### config.mk
export PLATFORM = sky130hd
export DESIGN_NAME = present_feeder_flat
export DESIGN_NICKNAME = d
export VERILOG_FILES = /design/src/rtl/present_feeder_if.sv /design/src/rtl/present_feeder.sv /design/src/flat_wrapper.sv
export SDC_FILE = /design/constraint.sdc
export NUM_CORES = 1
export LEC_CHECK = 0
export BUFFER_PORTS_ARGS = -buffer_cell sky130_fd_sc_hd__buf_2
export CAP_MARGIN = 5
export CORE_ASPECT_RATIO = 1.75
export CORE_MARGIN = 4
export CORE_UTILIZATION = 40
export DETAILED_ROUTE_END_ITERATION = 16
export HOLD_SLACK_MARGIN = 0.06
export PLACE_DENSITY = 0.75
export REMOVE_ABC_BUFFERS = 1
export SKIP_CTS_REPAIR_TIMING = 1
export SLEW_MARGIN = 20
export SYNTH_ARGS = -nofsm -noshare
export SYNTH_HDL_FRONTEND = slang
export SYNTH_SLANG_ARGS = --single-unit
### constraint.sdc
create_clock -name clk -period 18.35 [get_ports clk]
set_input_delay 2.7525 -clock clk [delete_from_list [all_inputs] [get_ports clk]]
set_output_delay 2.7525 -clock clk [all_outputs]
set_load 0.05 [all_outputs]
### src/rtl/present_feeder_if.sv
// Handshake/bus bundle between the byte-serial loader, the PRESENT core and
// the ciphertext consumer. The feeder connects through the master modport;
// the environment (source, core, sink) sees the slave modport.
interface present_feeder_if #(
    parameter int N_K = 80,
    parameter int N_B = 64
);
    // byte-serial load side
    logic [7:0]     din;
    logic           din_valid;
    logic           din_ready;
    logic           new_key;
    // encryption core side
    logic [N_K-1:0] k;
    logic [N_B-1:0] m;
    logic           req;
    logic           ack;
    logic [N_B-1:0] c;
    // result side
    logic [N_B-1:0] c_out;
    logic           c_valid;
    logic           c_ready;
    logic           err;

    modport master (
        input  din, din_valid, new_key, ack, c, c_ready,
        output din_ready, k, m, req, c_out, c_valid, err
    );

    modport slave (
        output din, din_valid, new_key, ack, c, c_ready,
        input  din_ready, k, m, req, c_out, c_valid, err
    );
endinterface

### src/rtl/present_feeder.sv
// present_feeder: collects a byte-serial frame (key bytes then message bytes,
// MSB first), holds k/m steady while requesting the PRESENT core, captures the
// ciphertext on ack (or reports a timeout) and offers it downstream.
// Optional feature macro KEY_REUSE_EN: when defined, a frame whose first byte
// arrives with new_key=0 carries only the message and reuses the stored key.
module present_feeder #(
    parameter int N_K     = 80,
    parameter int N_B     = 64,
    parameter int TIMEOUT = 255
) (
    input  logic                 clk,
    input  logic                 rst,
    present_feeder_if.master     bus
);
    localparam int KB = N_K / 8;              // key bytes in a full frame
    localparam int MB = N_B / 8;              // message bytes
    localparam int FB = KB + MB;              // full frame length
    localparam int CW = $clog2(FB + 1);       // byte counter never wraps inside a frame
    localparam int WW = $clog2(TIMEOUT + 1);  // wait counter reaches TIMEOUT-1 at most

    localparam logic [1:0] S_LOAD = 2'd0;
    localparam logic [1:0] S_RUN  = 2'd1;
    localparam logic [1:0] S_OUT  = 2'd2;

    logic [1:0]     state_q,   state_d;
    logic [CW-1:0]  cnt_q,     cnt_d;
    logic [WW-1:0]  wait_q,    wait_d;
    logic [N_K-1:0] k_q,       k_d;
    logic [N_B-1:0] m_q,       m_d;
    logic           req_q,     req_d;
    logic [N_B-1:0] c_out_q,   c_out_d;
    logic           c_valid_q, c_valid_d;
    logic           err_q,     err_d;
    logic [CW-1:0]  eff_cnt;

`ifndef KEY_REUSE_EN
    // Port is kept for compatibility; every frame is a full key+message frame.
    logic unused_new_key;
    assign unused_new_key = bus.new_key;
`endif

    // Next-state logic: frame loading, core wait/timeout and output handshake.
    always_comb begin
        state_d   = state_q;
        cnt_d     = cnt_q;
        wait_d    = wait_q;
        k_d       = k_q;
        m_d       = m_q;
        req_d     = req_q;
        c_out_d   = c_out_q;
        c_valid_d = c_valid_q;
        err_d     = err_q;
        eff_cnt   = cnt_q;
        case (state_q)
            S_LOAD: begin
                // ack is ignored here; only accepted bytes change state
                if (bus.din_valid) begin
`ifdef KEY_REUSE_EN
                    // message-only frame: skip straight past the key bytes
                    if (cnt_q == '0 && !bus.new_key)
                        eff_cnt = CW'(KB);
`endif
                    if (eff_cnt < CW'(KB))
                        k_d = {k_q[N_K-9:0], bus.din};
                    else
                        m_d = {m_q[N_B-9:0], bus.din};
                    if (eff_cnt == CW'(FB - 1)) begin
                        cnt_d   = '0;
                        wait_d  = '0;
                        req_d   = 1'b1;
                        state_d = S_RUN;
                    end else begin
                        cnt_d = eff_cnt + 1'b1;
                    end
                end
            end
            S_RUN: begin
                // ack wins over a timeout landing in the same cycle
                if (bus.ack) begin
                    c_out_d   = bus.c;
                    err_d     = 1'b0;
                    req_d     = 1'b0;
                    c_valid_d = 1'b1;
                    wait_d    = '0;
                    state_d   = S_OUT;
                end else if (wait_q == WW'(TIMEOUT - 1)) begin
                    c_out_d   = '0;
                    err_d     = 1'b1;
                    req_d     = 1'b0;
                    c_valid_d = 1'b1;
                    wait_d    = '0;
                    state_d   = S_OUT;
                end else begin
                    wait_d = wait_q + 1'b1;
                end
            end
            S_OUT: begin
                if (bus.c_ready) begin
                    c_valid_d = 1'b0;
                    cnt_d     = '0;
                    state_d   = S_LOAD;
                end
            end
            default: begin
                state_d = S_LOAD;
            end
        endcase
    end

    // State registers; reset clears everything immediately, dropping req mid-run.
    always_ff @(posedge clk or posedge rst) begin
        if (rst) begin
            state_q   <= S_LOAD;
            cnt_q     <= '0;
            wait_q    <= '0;
            k_q       <= '0;
            m_q       <= '0;
            req_q     <= 1'b0;
            c_out_q   <= '0;
            c_valid_q <= 1'b0;
            err_q     <= 1'b0;
        end else begin
            state_q   <= state_d;
            cnt_q     <= cnt_d;
            wait_q    <= wait_d;
            k_q       <= k_d;
            m_q       <= m_d;
            req_q     <= req_d;
            c_out_q   <= c_out_d;
            c_valid_q <= c_valid_d;
            err_q     <= err_d;
        end
    end

    // Not ready while reset is held so the first byte lands after the first edge.
    assign bus.din_ready = (state_q == S_LOAD) && !rst;
    assign bus.k         = k_q;
    assign bus.m         = m_q;
    assign bus.req       = req_q;
    assign bus.c_out     = c_out_q;
    assign bus.c_valid   = c_valid_q;
    assign bus.err       = err_q;
endmodule

### src/flat_wrapper.sv
// flat-port wrapper written by rule: the top's interface ports become plain ports
module present_feeder_flat 
#(
    parameter int N_K     = 80,
    parameter int N_B     = 64,
    parameter int TIMEOUT = 255
)
  (clk, rst, bus_din, bus_din_valid, bus_new_key, bus_ack, bus_c, bus_c_ready, bus_din_ready, bus_k, bus_m, bus_req, bus_c_out, bus_c_valid, bus_err);
  present_feeder_if #(.N_K(N_K), .N_B(N_B)) bus_i ();
  input  logic clk;
  input  logic rst;
  input wire logic [$bits(bus_i.din)-1:0] bus_din;
  input wire logic [$bits(bus_i.din_valid)-1:0] bus_din_valid;
  input wire logic [$bits(bus_i.new_key)-1:0] bus_new_key;
  input wire logic [$bits(bus_i.ack)-1:0] bus_ack;
  input wire logic [$bits(bus_i.c)-1:0] bus_c;
  input wire logic [$bits(bus_i.c_ready)-1:0] bus_c_ready;
  output wire logic [$bits(bus_i.din_ready)-1:0] bus_din_ready;
  output wire logic [$bits(bus_i.k)-1:0] bus_k;
  output wire logic [$bits(bus_i.m)-1:0] bus_m;
  output wire logic [$bits(bus_i.req)-1:0] bus_req;
  output wire logic [$bits(bus_i.c_out)-1:0] bus_c_out;
  output wire logic [$bits(bus_i.c_valid)-1:0] bus_c_valid;
  output wire logic [$bits(bus_i.err)-1:0] bus_err;
  assign bus_i.din = bus_din;
  assign bus_i.din_valid = bus_din_valid;
  assign bus_i.new_key = bus_new_key;
  assign bus_i.ack = bus_ack;
  assign bus_i.c = bus_c;
  assign bus_i.c_ready = bus_c_ready;
  assign bus_din_ready = bus_i.din_ready;
  assign bus_k = bus_i.k;
  assign bus_m = bus_i.m;
  assign bus_req = bus_i.req;
  assign bus_c_out = bus_i.c_out;
  assign bus_c_valid = bus_i.c_valid;
  assign bus_err = bus_i.err;
  present_feeder #(.N_K(N_K), .N_B(N_B), .TIMEOUT(TIMEOUT)) u_core (.clk(clk), .rst(rst), .bus(bus_i));
endmodule
== Word-level counts from Yosys, hierarchy flattened ==
Index checks and enable logic that the tools add are counted.

* Bitwise gates (word level): 1
* Reduce and logical (&&, ||, !) cells: 15
* Add/subtract/negate cells: 2
* Multiplexer cells: 27
* Equality and inequality tests: 8
* Magnitude comparators: 1

{| class="wikitable"
|+ Operators by type and width
! cell !! count
|-
| $mux W64 || 2
|-
| $mux W8 || 4
|-
| $pmux W8 S2 || 1
|-
| $mux W5 || 3
|-
| $reduce_and A3 Y1 || 5
|-
| $mux W2 || 5
|-
| $pmux W5 S2 || 1
|-
| $add A8 B1 Y8 const B || 1
|-
| $eq A8 B8 Y1 const B || 1
|-
| $mux W1 || 8
|-
| $reduce_and A4 Y1 || 2
|-
| $reduce_bool A2 Y1 || 4
|-
| $pmux W2 S3 || 1
|-
| $add A5 B1 Y5 const B || 1
|-
| $eq A5 B5 Y1 const B || 1
|-
| $lt A5 B4 Y1 const B || 1
|-
| $ne A2 B2 Y1 const B || 2
|-
| $pmux W1 S2 || 2
|-
| $ne A3 B2 Y1 const B || 1
|-
| $eq A2 B1 Y1 const B || 1
|-
| $eq A2 B2 Y1 const B || 1
|-
| $logic_not A2 Y1 || 1
|-
| $ne A2 B1 Y1 const B || 1
|-
| $reduce_and A2 Y1 || 1
|-
| 3 further kinds || 3
|}

* Output and inout port bits: 212
* Input bits: 78
* Register bits after elaboration: 226
* Word-level logic and storage cells: 63

== Depth between registers and ports, before layout ==
* Depth after elaboration: 4
* Mapped depth: 8
* Gate-level depth less buffers: 6

== Least setup slack after synthesis ==
Ideal clock, no wire load.

* Path kind: input to output
* Start point: input rst
* End point: output bus_din_ready
* Cell stages on the path: 1
* Buffers on the path: 0
* Data required time: 15,597 ps
* Arrival time: 3,442 ps
* Setup slack: 12,156 ps
* Path through: nor2b_1

* Word-level cells in the longest chain between the ends: 2

{| class="wikitable"
|+ RTL lines
! what !! RTL line !! source
|-
| start, declared || flat_wrapper.sv:11 || <nowiki>input logic rst;</nowiki>
|-
| $logic_not A1 Y1 (no line) || - ||
|-
| $logic_and A1 B1 Y1 || present_feeder.sv:136 || <nowiki>assign bus.din_ready = (state_q == S_LOAD) && !rst;</nowiki>
|-
| end, declared || flat_wrapper.sv:18 || <nowiki>output wire logic [$bits(bus_i.din_ready)-1:0] bus_din_ready;</nowiki>
|}

Every way passes these cells.

== Final worst setup path ==
Same ends and word-level chain as after synthesis.

==> results.cfg <==
[outcome]
status = finished clean

[sta]
period_minus_slack_ns = 6.00
finClkSkew_ns = 0.0126
clock.fmax_ghz = 0.167
finalSetupTns_ns = 0
finalHoldViolations = 0
tightest_slew_ns = 0.902
finalCritPeriodShare_pct = 32.7
rsz0062_at_grt = no
max_slew_margin_pct = 39.9
slew_viol_final = 0
setup_viol = 0

[floorplanning]
design.die.area_mm2 = 0.0241
die_h_um = 202
io_pins = 290
core_area_mm2 = 0.0211
die_x_um = 119
initial_core_util_pct = 40.9
rows = 70

[job]
drv_cap = 0

[yosys]
mappedNetlistArea_mm2 = 0.00864
synthCells = 561
synth_edf_count = 0
synth_top_area_cell = dfrtp_1
netlist.area_leader.share_pct = 65.4
netlist-cell-type-count = 34
syn_avg_cell_area_um2 = 15.4
async_reset_ff_share_pct = 100
ys_seq_area_share_pct = 65.4
ys.warnings.count = 0
synth.ff_latch_count = 226
synth.most_common_cell = dfrtp_1
synth_area_leaders = dfrtp_1 65%, mux2_2 19%, a22o_1 7.0%
yosys-top-cells-count = 226 x dfrtp_1, 147 x mux2_2, 69 x a22o_1, 14 x o21ai_0, 13 x nand2_1
ys.flop_type = dfrtp_1

[routing]
num_vias = 5739
vias_per_cell = 4.97
wl_um = 20500
antenna_left = 0
drtPass1Iterations = 4
drc_errors = 0
drt-initial-drc-count = 253
wl_per_cell_um = 17.8

[global_routing]
grt_max_degree = 84
grt_pass1_vias = 6053
grt_pass1_wl_um = 32900
antenna_found_initial = 2
grtUsageTotal_pct = 16.8
grt_overflow_total = 0

[clocking]
clkSlewWorstSetupHoldPaths_ns = 0.06
numClockSinks = 226
worst_skew_pair.late_latency_ns = 0.50
cts_tree = built
h-tree-depth = 1
numCtsBuffers = 22
clock_path_buffers = 3
root_buffer = clkbuf_16

[cells_and_area]
nets = 936
drive_gt1_share_pct = 55.9
area_growth_pct = 28.2

[critical_path]
reg2reg_from = u_core.state_q[0]
path_class = primary input to primary output
path_max_fanout = 2
cp-start-kind = primary input
ff2ff_path_depth = 6
setup.worst_path.start = rst
critPathRequiredTime_ns = 15.60
crit_path_end_kind = primary output
worst_ep_arrival_time_ns = 3.25

[placement]
globalplace.congestion = 0.807
port_buffers = 288
hpwl_um = 14700

[hold_path]
worstHoldStart = u_core.bus.c_out[28]
hold_class = flip-flop to flip-flop
holdPathStages = 1
-- stage by stage --
step	hold slack (ns)	area [µm²]	instances	setup slack (ns)	util (%)
4_1_cts	0.493	11100	1152	12.35	52.5
3_3_place_gp	0.475	10300	1114	12.33	48.9
6_report	0.492	11100	1154	12.35	52.5
2_1_floorplan	0.481	8450	531	9.41	-
3_5_place_dp	0.476	10300	1114	12.35	48.9
5_1_grt	0.508	11100	1154	12.32	52.5
-- cells in the final DEF, fill, tap and decap left out, types with 2 or more instances in the layout --
master and n:
clkbuf_1 3, clkbuf_16 23, ha_1 8, o21ai_0 14
o2bb2ai_1 3, nand3_1 6, nand2_1 13, a21oi_1 2
inv_1 8, dfrtp_1 226, diode_2 2, nor2_1 6
clkbuf_8 4, nor3_1 4, nand4_1 2, clkinv_4 2
bufinv_16 2, nor2_4 2, and3_1 2, clkinv_2 2
mux2_2 147, nor2b_1 5, buf_2 288, a22o_1 69
buf_4 7
-- layout make-up --
class / count / area, µm²
fillers: 1840 / 10000
diodes: 2 / 5.00
repair buffers: 295 / 1490
well taps: 288 / 360
flip-flops and latches: 226 / 5660
inverters: 9 / 41.3
multi-input cells: 296 / 2780
clock inverters: 8 / 104
clock buffers: 30 / 642
-- path summary, 6_finish.rpt --
path                       slack (ns)              endpoint
setup reg to reg                15.45      u_core.bus.k[20]
setup / recovery                12.35         bus_din_ready
hold reg to reg                  0.49  u_core.bus.c_out[28]
min in group asynchronous        2.30  u_core.bus.c_out[29]
hold / removal                   0.49  u_core.bus.c_out[28]
max in group asynchronous       14.67       u_core.bus.k[5]
-- flip-flops by register name (all words and copies together), names as in the netlist --
signal	cells
u_core.bus.k	80
u_core.bus.c_out	64
u_core.bus.m	64
u_core.wait_q	8
u_core.cnt_q	5
u_core.state_q	2
u_core.bus.c_valid	1
u_core.bus.err	1
u_core.bus.req	1
-- critical path: stages --
cell     delay (ns)
buf_2          0.14
nor2b_1        0.10
buf_2          0.26
-- kinds of logic after synthesis --
kind of cell	count (synthesis)	synth area share [%]
and+or+nand+nor	47	2.91
muxes	147	19.2
buffers and inverters	39	2.56
AOI/OAI and AO/OA	93	8.67
DFF	226	65.4
xor gates and xnor gates	1	0.101
adders and majority gates	8	1.16
-- layer usage --
layer	up-vias	global-route usage, %	wire length, µm	share of wire [%]
li1	2632	-	-	-
met1	2854	19.2	7610	37
met2	189	30.2	10800	53
met3	64	2.46	1040	5.1
met4	0	8.54	1090	5.3
met5	-	0	0	0
Power is left out: the tool's default activity adds up to more than one toggle a clock period on the data nets, which glitch-free logic cannot reach.
